### src/rtl/calc_pkg.sv
// rtl/calc_pkg.sv - shared state, mux-select and opcode constants for the calculator control unit
package calc_pkg;

    typedef enum logic [2:0] {
        ST_IDLE     = 3'd0,
        ST_WAIT_X   = 3'd1,
        ST_WAIT_Y   = 3'd2,
        ST_EXEC     = 3'd3,
        ST_WAIT_ALU = 3'd4,
        ST_ERR      = 3'd5
    } state_t;

    // Low field of s when its MSB is 1 (load paths); MSB 0 means s carries the opcode.
    localparam int S_LDX  = 0;
    localparam int S_LDY  = 1;
    localparam int S_LDZX = 2;

    localparam int ADD = 0;
    localparam int SUB = 1;
    localparam int MUL = 2;
    localparam int DIV = 3;

endpackage

### src/rtl/calc_cu_seq_if.sv
// rtl/calc_cu_seq_if.sv - control/status bundle between the sequencer and its datapath
interface calc_cu_seq_if #(
    parameter int SEL_W = 2
);
    localparam int S_W = SEL_W + 1;

    logic             start_x;
    logic             start_y;
    logic             chain;
    logic [SEL_W-1:0] sel;
    logic             y_zero;
    logic             alu_ack;
    logic             abort;
    logic             clr_err;

    logic [2:0]       y;
    logic [S_W-1:0]   s;
    logic             ld_x, clr_x, ld_y, clr_y, ld_z, clr_z;
    logic             alu_go;
    logic             done;
    logic             err;
    logic             busy;

    modport master (
        output start_x, start_y, chain, sel, y_zero, alu_ack, abort, clr_err,
        input  y, s, ld_x, clr_x, ld_y, clr_y, ld_z, clr_z, alu_go, done, err, busy
    );

    modport slave (
        input  start_x, start_y, chain, sel, y_zero, alu_ack, abort, clr_err,
        output y, s, ld_x, clr_x, ld_y, clr_y, ld_z, clr_z, alu_go, done, err, busy
    );

endinterface

### src/rtl/calc_timeout_ctr.sv
// rtl/calc_timeout_ctr.sv - clearable cycle counter flagging the last allowed wait cycle
module calc_timeout_ctr #(
    parameter int TIMEOUT = 16
) (
    input  logic clk,
    input  logic rst,
    input  logic clr,
    input  logic en,
    output logic expire
);
    localparam int CW = $clog2(TIMEOUT + 1);

    logic [CW-1:0] cnt;

    always_ff @(posedge clk or negedge rst) begin
        if (!rst) begin
            cnt <= '0;
        end else if (clr) begin
            cnt <= '0;
        end else if (en) begin
            cnt <= cnt + CW'(1);
        end
    end

    assign expire = en && (cnt == CW'(TIMEOUT - 1));

endmodule

### src/rtl/calc_cu_seq.sv
// rtl/calc_cu_seq.sv - operand load / execute sequencer with result chaining, multi-cycle ALU handshake and error state
module calc_cu_seq
    import calc_pkg::*;
#(
    parameter int                     SEL_W   = 2,
    parameter logic [(1<<SEL_W)-1:0]  MC_MASK = 4'b1000,
    parameter int                     DIV_OP  = DIV,
    parameter int                     TIMEOUT = 16
) (
    input  logic           clk,
    input  logic           rst,
    calc_cu_seq_if.slave   bus
);
    localparam int S_W = SEL_W + 1;
    localparam logic [S_W-1:0] S_DEF  = {1'b1, SEL_W'(S_LDX)};
    localparam logic [S_W-1:0] S_Y    = {1'b1, SEL_W'(S_LDY)};
    localparam logic [S_W-1:0] S_ZX   = {1'b1, SEL_W'(S_LDZX)};

    state_t           state, state_nxt;
    logic [SEL_W-1:0] op_q;
    logic             z_valid;
    logic             op_ld, zv_set, zv_clr;
    logic             tmr_clr, tmr_exp;

    calc_timeout_ctr #(.TIMEOUT(TIMEOUT)) u_tmr (
        .clk    (clk),
        .rst    (rst),
        .clr    (tmr_clr),
        .en     (state == ST_WAIT_ALU),
        .expire (tmr_exp)
    );

    assign bus.y = state;

    always_comb begin
        state_nxt  = state;
        bus.s      = S_DEF;
        bus.ld_x   = 1'b0;
        bus.clr_x  = 1'b0;
        bus.ld_y   = 1'b0;
        bus.clr_y  = 1'b0;
        bus.ld_z   = 1'b0;
        bus.clr_z  = 1'b0;
        bus.alu_go = 1'b0;
        bus.done   = 1'b0;
        bus.err    = 1'b0;
        bus.busy   = 1'b0;
        op_ld      = 1'b0;
        zv_set     = 1'b0;
        zv_clr     = 1'b0;
        tmr_clr    = 1'b0;
        case (state)
            ST_IDLE: begin
                bus.clr_x = 1'b1;
                bus.clr_y = 1'b1;
                bus.clr_z = 1'b1;
                zv_clr    = 1'b1;
                state_nxt = ST_WAIT_X;
            end
            ST_WAIT_X: begin
                if (bus.start_x) begin
                    bus.ld_x  = 1'b1;
                    state_nxt = ST_WAIT_Y;
                end else if (bus.chain && z_valid) begin
                    bus.ld_x  = 1'b1;
                    bus.s     = S_ZX;
                    state_nxt = ST_WAIT_Y;
                end
            end
            ST_WAIT_Y: begin
                if (bus.start_y) begin
                    bus.ld_y  = 1'b1;
                    bus.s     = S_Y;
                    op_ld     = 1'b1;
                    state_nxt = ST_EXEC;
                end
            end
            ST_EXEC: begin
                bus.s    = {1'b0, op_q};
                bus.busy = 1'b1;
                if (op_q == SEL_W'(DIV_OP) && bus.y_zero) begin
                    state_nxt = ST_ERR;
                end else if (MC_MASK[op_q]) begin
                    bus.alu_go = 1'b1;
                    tmr_clr    = 1'b1;
                    state_nxt  = ST_WAIT_ALU;
                end else begin
                    bus.ld_z  = 1'b1;
                    bus.done  = 1'b1;
                    zv_set    = 1'b1;
                    state_nxt = ST_WAIT_X;
                end
            end
            ST_WAIT_ALU: begin
                bus.s    = {1'b0, op_q};
                bus.busy = 1'b1;
                // An ack on the final allowed cycle still wins over the timeout.
                if (bus.alu_ack) begin
                    bus.ld_z  = 1'b1;
                    bus.done  = 1'b1;
                    zv_set    = 1'b1;
                    state_nxt = ST_WAIT_X;
                end else if (tmr_exp) begin
                    state_nxt = ST_ERR;
                end
            end
            ST_ERR: begin
                bus.err   = 1'b1;
                bus.clr_z = 1'b1;
                zv_clr    = 1'b1;
                if (bus.clr_err || bus.abort) begin
                    state_nxt = ST_IDLE;
                end
            end
            default: state_nxt = ST_IDLE;
        endcase

        // Abort squelches every side effect except the IDLE and ERR decodes.
        if (bus.abort && state != ST_ERR) begin
            state_nxt = ST_IDLE;
            if (state != ST_IDLE) begin
                bus.ld_x   = 1'b0;
                bus.clr_x  = 1'b0;
                bus.ld_y   = 1'b0;
                bus.clr_y  = 1'b0;
                bus.ld_z   = 1'b0;
                bus.clr_z  = 1'b0;
                bus.alu_go = 1'b0;
                bus.done   = 1'b0;
                op_ld      = 1'b0;
                zv_set     = 1'b0;
                zv_clr     = 1'b0;
                tmr_clr    = 1'b0;
            end
        end
    end

    always_ff @(posedge clk or negedge rst) begin
        if (!rst) begin
            state   <= ST_IDLE;
            op_q    <= '0;
            z_valid <= 1'b0;
        end else begin
            state <= state_nxt;
            if (op_ld) begin
                op_q <= bus.sel;
            end
            if (zv_set) begin
                z_valid <= 1'b1;
            end else if (zv_clr) begin
                z_valid <= 1'b0;
            end
        end
    end

endmodule

### src/flat_wrapper.sv
// flat-port wrapper written by rule: the top's interface ports become plain ports
module calc_cu_seq_flat import calc_pkg::*;
#(
    parameter int                     SEL_W   = 2,
    parameter logic [(1<<SEL_W)-1:0]  MC_MASK = 4'b1000,
    parameter int                     DIV_OP  = DIV,
    parameter int                     TIMEOUT = 16
)
  (clk, rst, bus_start_x, bus_start_y, bus_chain, bus_sel, bus_y_zero, bus_alu_ack, bus_abort, bus_clr_err, bus_y, bus_s, bus_ld_x, bus_clr_x, bus_ld_y, bus_clr_y, bus_ld_z, bus_clr_z, bus_alu_go, bus_done, bus_err, bus_busy);
  calc_cu_seq_if #(.SEL_W(SEL_W)) bus_i ();
  input  logic clk;
  input  logic rst;
  input wire logic [$bits(bus_i.start_x)-1:0] bus_start_x;
  input wire logic [$bits(bus_i.start_y)-1:0] bus_start_y;
  input wire logic [$bits(bus_i.chain)-1:0] bus_chain;
  input wire logic [$bits(bus_i.sel)-1:0] bus_sel;
  input wire logic [$bits(bus_i.y_zero)-1:0] bus_y_zero;
  input wire logic [$bits(bus_i.alu_ack)-1:0] bus_alu_ack;
  input wire logic [$bits(bus_i.abort)-1:0] bus_abort;
  input wire logic [$bits(bus_i.clr_err)-1:0] bus_clr_err;
  output wire logic [$bits(bus_i.y)-1:0] bus_y;
  output wire logic [$bits(bus_i.s)-1:0] bus_s;
  output wire logic [$bits(bus_i.ld_x)-1:0] bus_ld_x;
  output wire logic [$bits(bus_i.clr_x)-1:0] bus_clr_x;
  output wire logic [$bits(bus_i.ld_y)-1:0] bus_ld_y;
  output wire logic [$bits(bus_i.clr_y)-1:0] bus_clr_y;
  output wire logic [$bits(bus_i.ld_z)-1:0] bus_ld_z;
  output wire logic [$bits(bus_i.clr_z)-1:0] bus_clr_z;
  output wire logic [$bits(bus_i.alu_go)-1:0] bus_alu_go;
  output wire logic [$bits(bus_i.done)-1:0] bus_done;
  output wire logic [$bits(bus_i.err)-1:0] bus_err;
  output wire logic [$bits(bus_i.busy)-1:0] bus_busy;
  assign bus_i.start_x = bus_start_x;
  assign bus_i.start_y = bus_start_y;
  assign bus_i.chain = bus_chain;
  assign bus_i.sel = bus_sel;
  assign bus_i.y_zero = bus_y_zero;
  assign bus_i.alu_ack = bus_alu_ack;
  assign bus_i.abort = bus_abort;
  assign bus_i.clr_err = bus_clr_err;
  assign bus_y = bus_i.y;
  assign bus_s = bus_i.s;
  assign bus_ld_x = bus_i.ld_x;
  assign bus_clr_x = bus_i.clr_x;
  assign bus_ld_y = bus_i.ld_y;
  assign bus_clr_y = bus_i.clr_y;
  assign bus_ld_z = bus_i.ld_z;
  assign bus_clr_z = bus_i.clr_z;
  assign bus_alu_go = bus_i.alu_go;
  assign bus_done = bus_i.done;
  assign bus_err = bus_i.err;
  assign bus_busy = bus_i.busy;
  calc_cu_seq #(.SEL_W(SEL_W), .MC_MASK(MC_MASK), .DIV_OP(DIV_OP), .TIMEOUT(TIMEOUT)) u_core (.clk(clk), .rst(rst), .bus(bus_i));
endmodule
### config.mk
export PLATFORM = sky130hd
export DESIGN_NAME = calc_cu_seq_flat
export DESIGN_NICKNAME = d
export VERILOG_FILES = /design/src/rtl/calc_pkg.sv /design/src/rtl/calc_cu_seq_if.sv /design/src/rtl/calc_timeout_ctr.sv /design/src/rtl/calc_cu_seq.sv /design/src/flat_wrapper.sv
export SDC_FILE = /design/constraint.sdc
export NUM_CORES = 1
export LEC_CHECK = 0
export BUFFER_PORTS_ARGS = -buffer_cell sky130_fd_sc_hd__clkbuf_2
export CELL_PAD_IN_SITES_DETAIL_PLACEMENT = 1
export CELL_PAD_IN_SITES_GLOBAL_PLACEMENT = 1
export CORE_ASPECT_RATIO = 0.6
export CORE_MARGIN = 2
export CORE_UTILIZATION = 35
export DETAILED_ROUTE_END_ITERATION = 8
export PLACE_DENSITY_LB_ADDON = 0.1
export RECOVER_POWER = 100
export SLEW_MARGIN = 10
export SYNTH_ARGS = -nofsm -noshare
export SYNTH_HDL_FRONTEND = slang
export SYNTH_SLANG_ARGS = --single-unit
### constraint.sdc
create_clock -name clk -period 1.95 [get_ports clk]
set_input_delay 0.39 -clock clk [delete_from_list [all_inputs] [get_ports clk]]
set_output_delay 0.39 -clock clk [all_outputs]
set_load 0.1 [all_outputs]
==> flow_summary.toml <==
[sta]
timing.final.ws_setup_ns = -0.0452
grt_setup_unrepaired = "true"
fin_crit_ns = 2.00
max-slew-margin-rel_pct = 58.1
final_hold_vios = 0
finClkSkew_ns = 0.00350
worst-slew-pin-transition_ns = 0.629
timing.final.setup_violations = 4
fin_worst_hold_slack_ns = 0.138
maxSlewViolCount = 0
fin_crit_sh_pct = 102
fmax_mhz = 501
final_setup_tns_ns = -0.101

[synthesis]
synth_top_area_cell = "sky130_fd_sc_hd__dfrtp_1"
asr_flop_ratio_synth_pct = 100
syn_area_sq_um = 773
yosys_register_bits = 11
syn_nets = 103
area_share_of_the_largest_cell_type_after_synthesis_pct = 35.6
synthCells = 90
dominantRegCellSynth = "sky130_fd_sc_hd__dfrtp_1"
synth_sequential_area_ratio_pct = 35.6
synthesis.yosys.warnings = 0
synth_cell_types = 37
synthesis.area_per_instance_sq_um = 8.59
ranking_of_synthesized_cells_by_area = "sky130_fd_sc_hd__dfrtp_1 36%, sky130_fd_sc_hd__nand2_1 4.9%, sky130_fd_sc_hd__mux2_2 4.4%"
synth_enable_flop_cells = 0

[route]
vias = 853
route.detailed.vias_per_inst = 5.43
finalWirelength_mm = 2.95
drt_pre_antenna_iters = 4
postRouteAntennaNets = 0
number_of_design_rule_violations_left_after_detail_routing = 0
violation_count_after_the_first_detailed_routing_iteration = 19
detail_route.wl_per_cell_um = 18.8

[die]
die_x_um = 64.7
die_h_um = 40.4
fp-row-count = 13
initial_utilization_pct = 36.3
overall_die_area_sq_mm = 0.00261
core-area_sq_mm = 0.00213
io_pins = 27

[layout]
drive_gt1_share_pct = 53.5
fin_cells = 157
final_net_count = 141
area_growth_pct = 79.8
insertedDiodeCount = 0
layout_commonest_cell = "sky130_fd_sc_hd__buf_12"
final_cell_mix = "13 x sky130_fd_sc_hd__buf_12, 12 x sky130_fd_sc_hd__clkbuf_2, 12 x sky130_fd_sc_hd__buf_4"
layout.core_utilization_pct = 65.2

[status]
violated_checks = "negative setup slack"
run_status = "finished with violations"

[clocking]
numClockSinks = 11
ctsLongestPathBuffers = 2
cts_root_buffer = "sky130_fd_sc_hd__clkbuf_8"
tritoncts.num_buffers = 3
clock_tree_from_tritoncts = "yes"
cts_htree_levels = 1
clkSlewWorstSetupHoldPaths_ns = 0.05
clkLatencyLatePin_ns = 0.24

[global_routing]
groute.layer.met1.usage_pct = 28.7
number_of_antenna_violations_at_the_first_check_in_global_routing = 0
number_of_global_route_vias_before_repair = 756
grtUsageMet2_pct = 37.0
grt.busiest_layer = "met2"
globalRoute.totalOverflow = 0
grt_pass1_wl_mm = 4.02
overall_routing_resource_usage_pct = 22.2
maximum_number_of_pins_on_one_net_before_global_route_repair = 15
globalRouteMet3Util_pct = 6.74

[critical_path]
largest_fanout_on_the_critical_path = 6
critPathCaptureType = "output port"
reg2reg_start = "u_core.bus.y[0]"
critical_path_arrival_ns = 1.61
start_kind = "flop"
required_ns = 1.56
worst-r2r-setup-slack_ns = 0.30
r2r_end = "u_core.u_tmr.cnt[3]"
rr_worst_depth = 4
critPathKind = "reg -> out"

[power]
power.leakage_nw = 0.611
p_per_area_mw_per_mm2 = 794
vdd_drop_max_uv = 534
fin_total_pwr_mw = 1.10

[placed_design]
port-buffer-count = 26
number_of_instances_in_the_placed_design = 142
gpl.final_weighted_congestion = 0.797
post-dp-hpwl_mm = 1.92

[hold_path]
min-delay-path-class = "in -> async"

[run]
cap_viol_max_count = 0
-- cells in the mapped netlist, types with 2 or more instances --
| master | count |
|---|---|
| sky130_fd_sc_hd__xor2_1 | 3 |
| sky130_fd_sc_hd__and2_1 | 2 |
| sky130_fd_sc_hd__inv_1 | 4 |
| sky130_fd_sc_hd__buf_2 | 2 |
| sky130_fd_sc_hd__nor2b_1 | 2 |
| sky130_fd_sc_hd__nor3_1 | 6 |
| sky130_fd_sc_hd__ha_1 | 2 |
| sky130_fd_sc_hd__o21ai_0 | 3 |
| sky130_fd_sc_hd__buf_4 | 3 |
| sky130_fd_sc_hd__a21oi_1 | 3 |
| sky130_fd_sc_hd__nand2b_1 | 2 |
| sky130_fd_sc_hd__nor2_1 | 6 |
| sky130_fd_sc_hd__dfrtp_1 | 11 |
| sky130_fd_sc_hd__a22o_1 | 2 |
| sky130_fd_sc_hd__o22ai_1 | 4 |
| sky130_fd_sc_hd__nand2_1 | 10 |
| sky130_fd_sc_hd__mux2i_1 | 2 |
| sky130_fd_sc_hd__clkbuf_1 | 2 |
| sky130_fd_sc_hd__mux2_2 | 3 |
-- cells by family (layout without fill, tap and decap cells) --
logic type / Yosys count / after routing / share of synthesized area, %
compound gates: 20 / 20 / 17.3
simple gates: 37 / 37 / 25.9
fa+ha+maj: 2 / 2 / 3.24
buf+inv: 12 / 49 / 7.60
mux: 5 / 5 / 6.96
flops: 11 / 11 / 35.6
xor+xnor: 3 / 3 / 3.40
-- critical path, cell delays in order, from the launching register on --
cell and delay (ns):
sky130_fd_sc_hd__dfrtp_4 0.54, sky130_fd_sc_hd__nor2_1 0.23, sky130_fd_sc_hd__nand4b_1 0.26, sky130_fd_sc_hd__clkinvlp_4 0.16
sky130_fd_sc_hd__buf_12 0.17
-- state kept, by name, indices dropped and copies added (netlist names) --
name              flops
u_core.z_valid        1
u_core.u_tmr.cnt      5
u_core.op_q           2
u_core.bus.y          3
-- layer usage --
metal / vias up / routed length, um
met4: 0 / 24
met3: 4 / 154
met1: 420 / 1360
met2: 35 / 1410
li1: 394 / -
met5: - / 0
-- metrics by stage --
stage | cell area, sq um | worst slack [ns]
6_report | 1390 | -0.0452
5_1_grt | 1390 | -0.0938
4_1_cts | 1350 | -0.0224
3_5_place_dp | 1250 | 0.184
3_3_place_gp | 1250 | 0.217
2_1_floorplan | 960 | -0.663
-- where the power goes --
part	switching (mW)	internal (mW)
combinational	0.325	0.205
sequential	0.0621	0.276
clock	0.0938	0.141
total	0.481	0.622
-- timing repair --
action / CTS / global route
setup buffers: 7 / 4
pin swaps: 4 / 4
resized for setup: 2 / 5
hold buffers: 0 / 0
cloned: 0 / 0
setup endpoints to repair: 6 / 8
-- cell type report --
type,instances,area [sq um]
Fill cell,239,741
Multi-Input combinational cell,67,554
Timing Repair Buffer,40,432
Sequential cell,11,287
Clock buffer,3,41.3
Tap cell,30,37.5
Inverter,5,33.8
Clock inverter,1,5.00
-- worst max-delay path by stage --
stage                          from       end  slack [ns]  depth (start not counted)
floorplan           u_core.bus.y[2]  bus_s[2]       -0.66                          4
finish              u_core.bus.y[2]  bus_ld_y       -0.05                          4
global placement    u_core.bus.y[1]  bus_ld_x        0.22                          4
CTS                 u_core.bus.y[0]  bus_s[0]       -0.02                          3
global route        u_core.bus.y[2]  bus_ld_y       -0.09                          4
detailed placement  u_core.bus.y[0]  bus_done        0.18                          4
No activity file was read; power rests on OpenSTA's default activity.
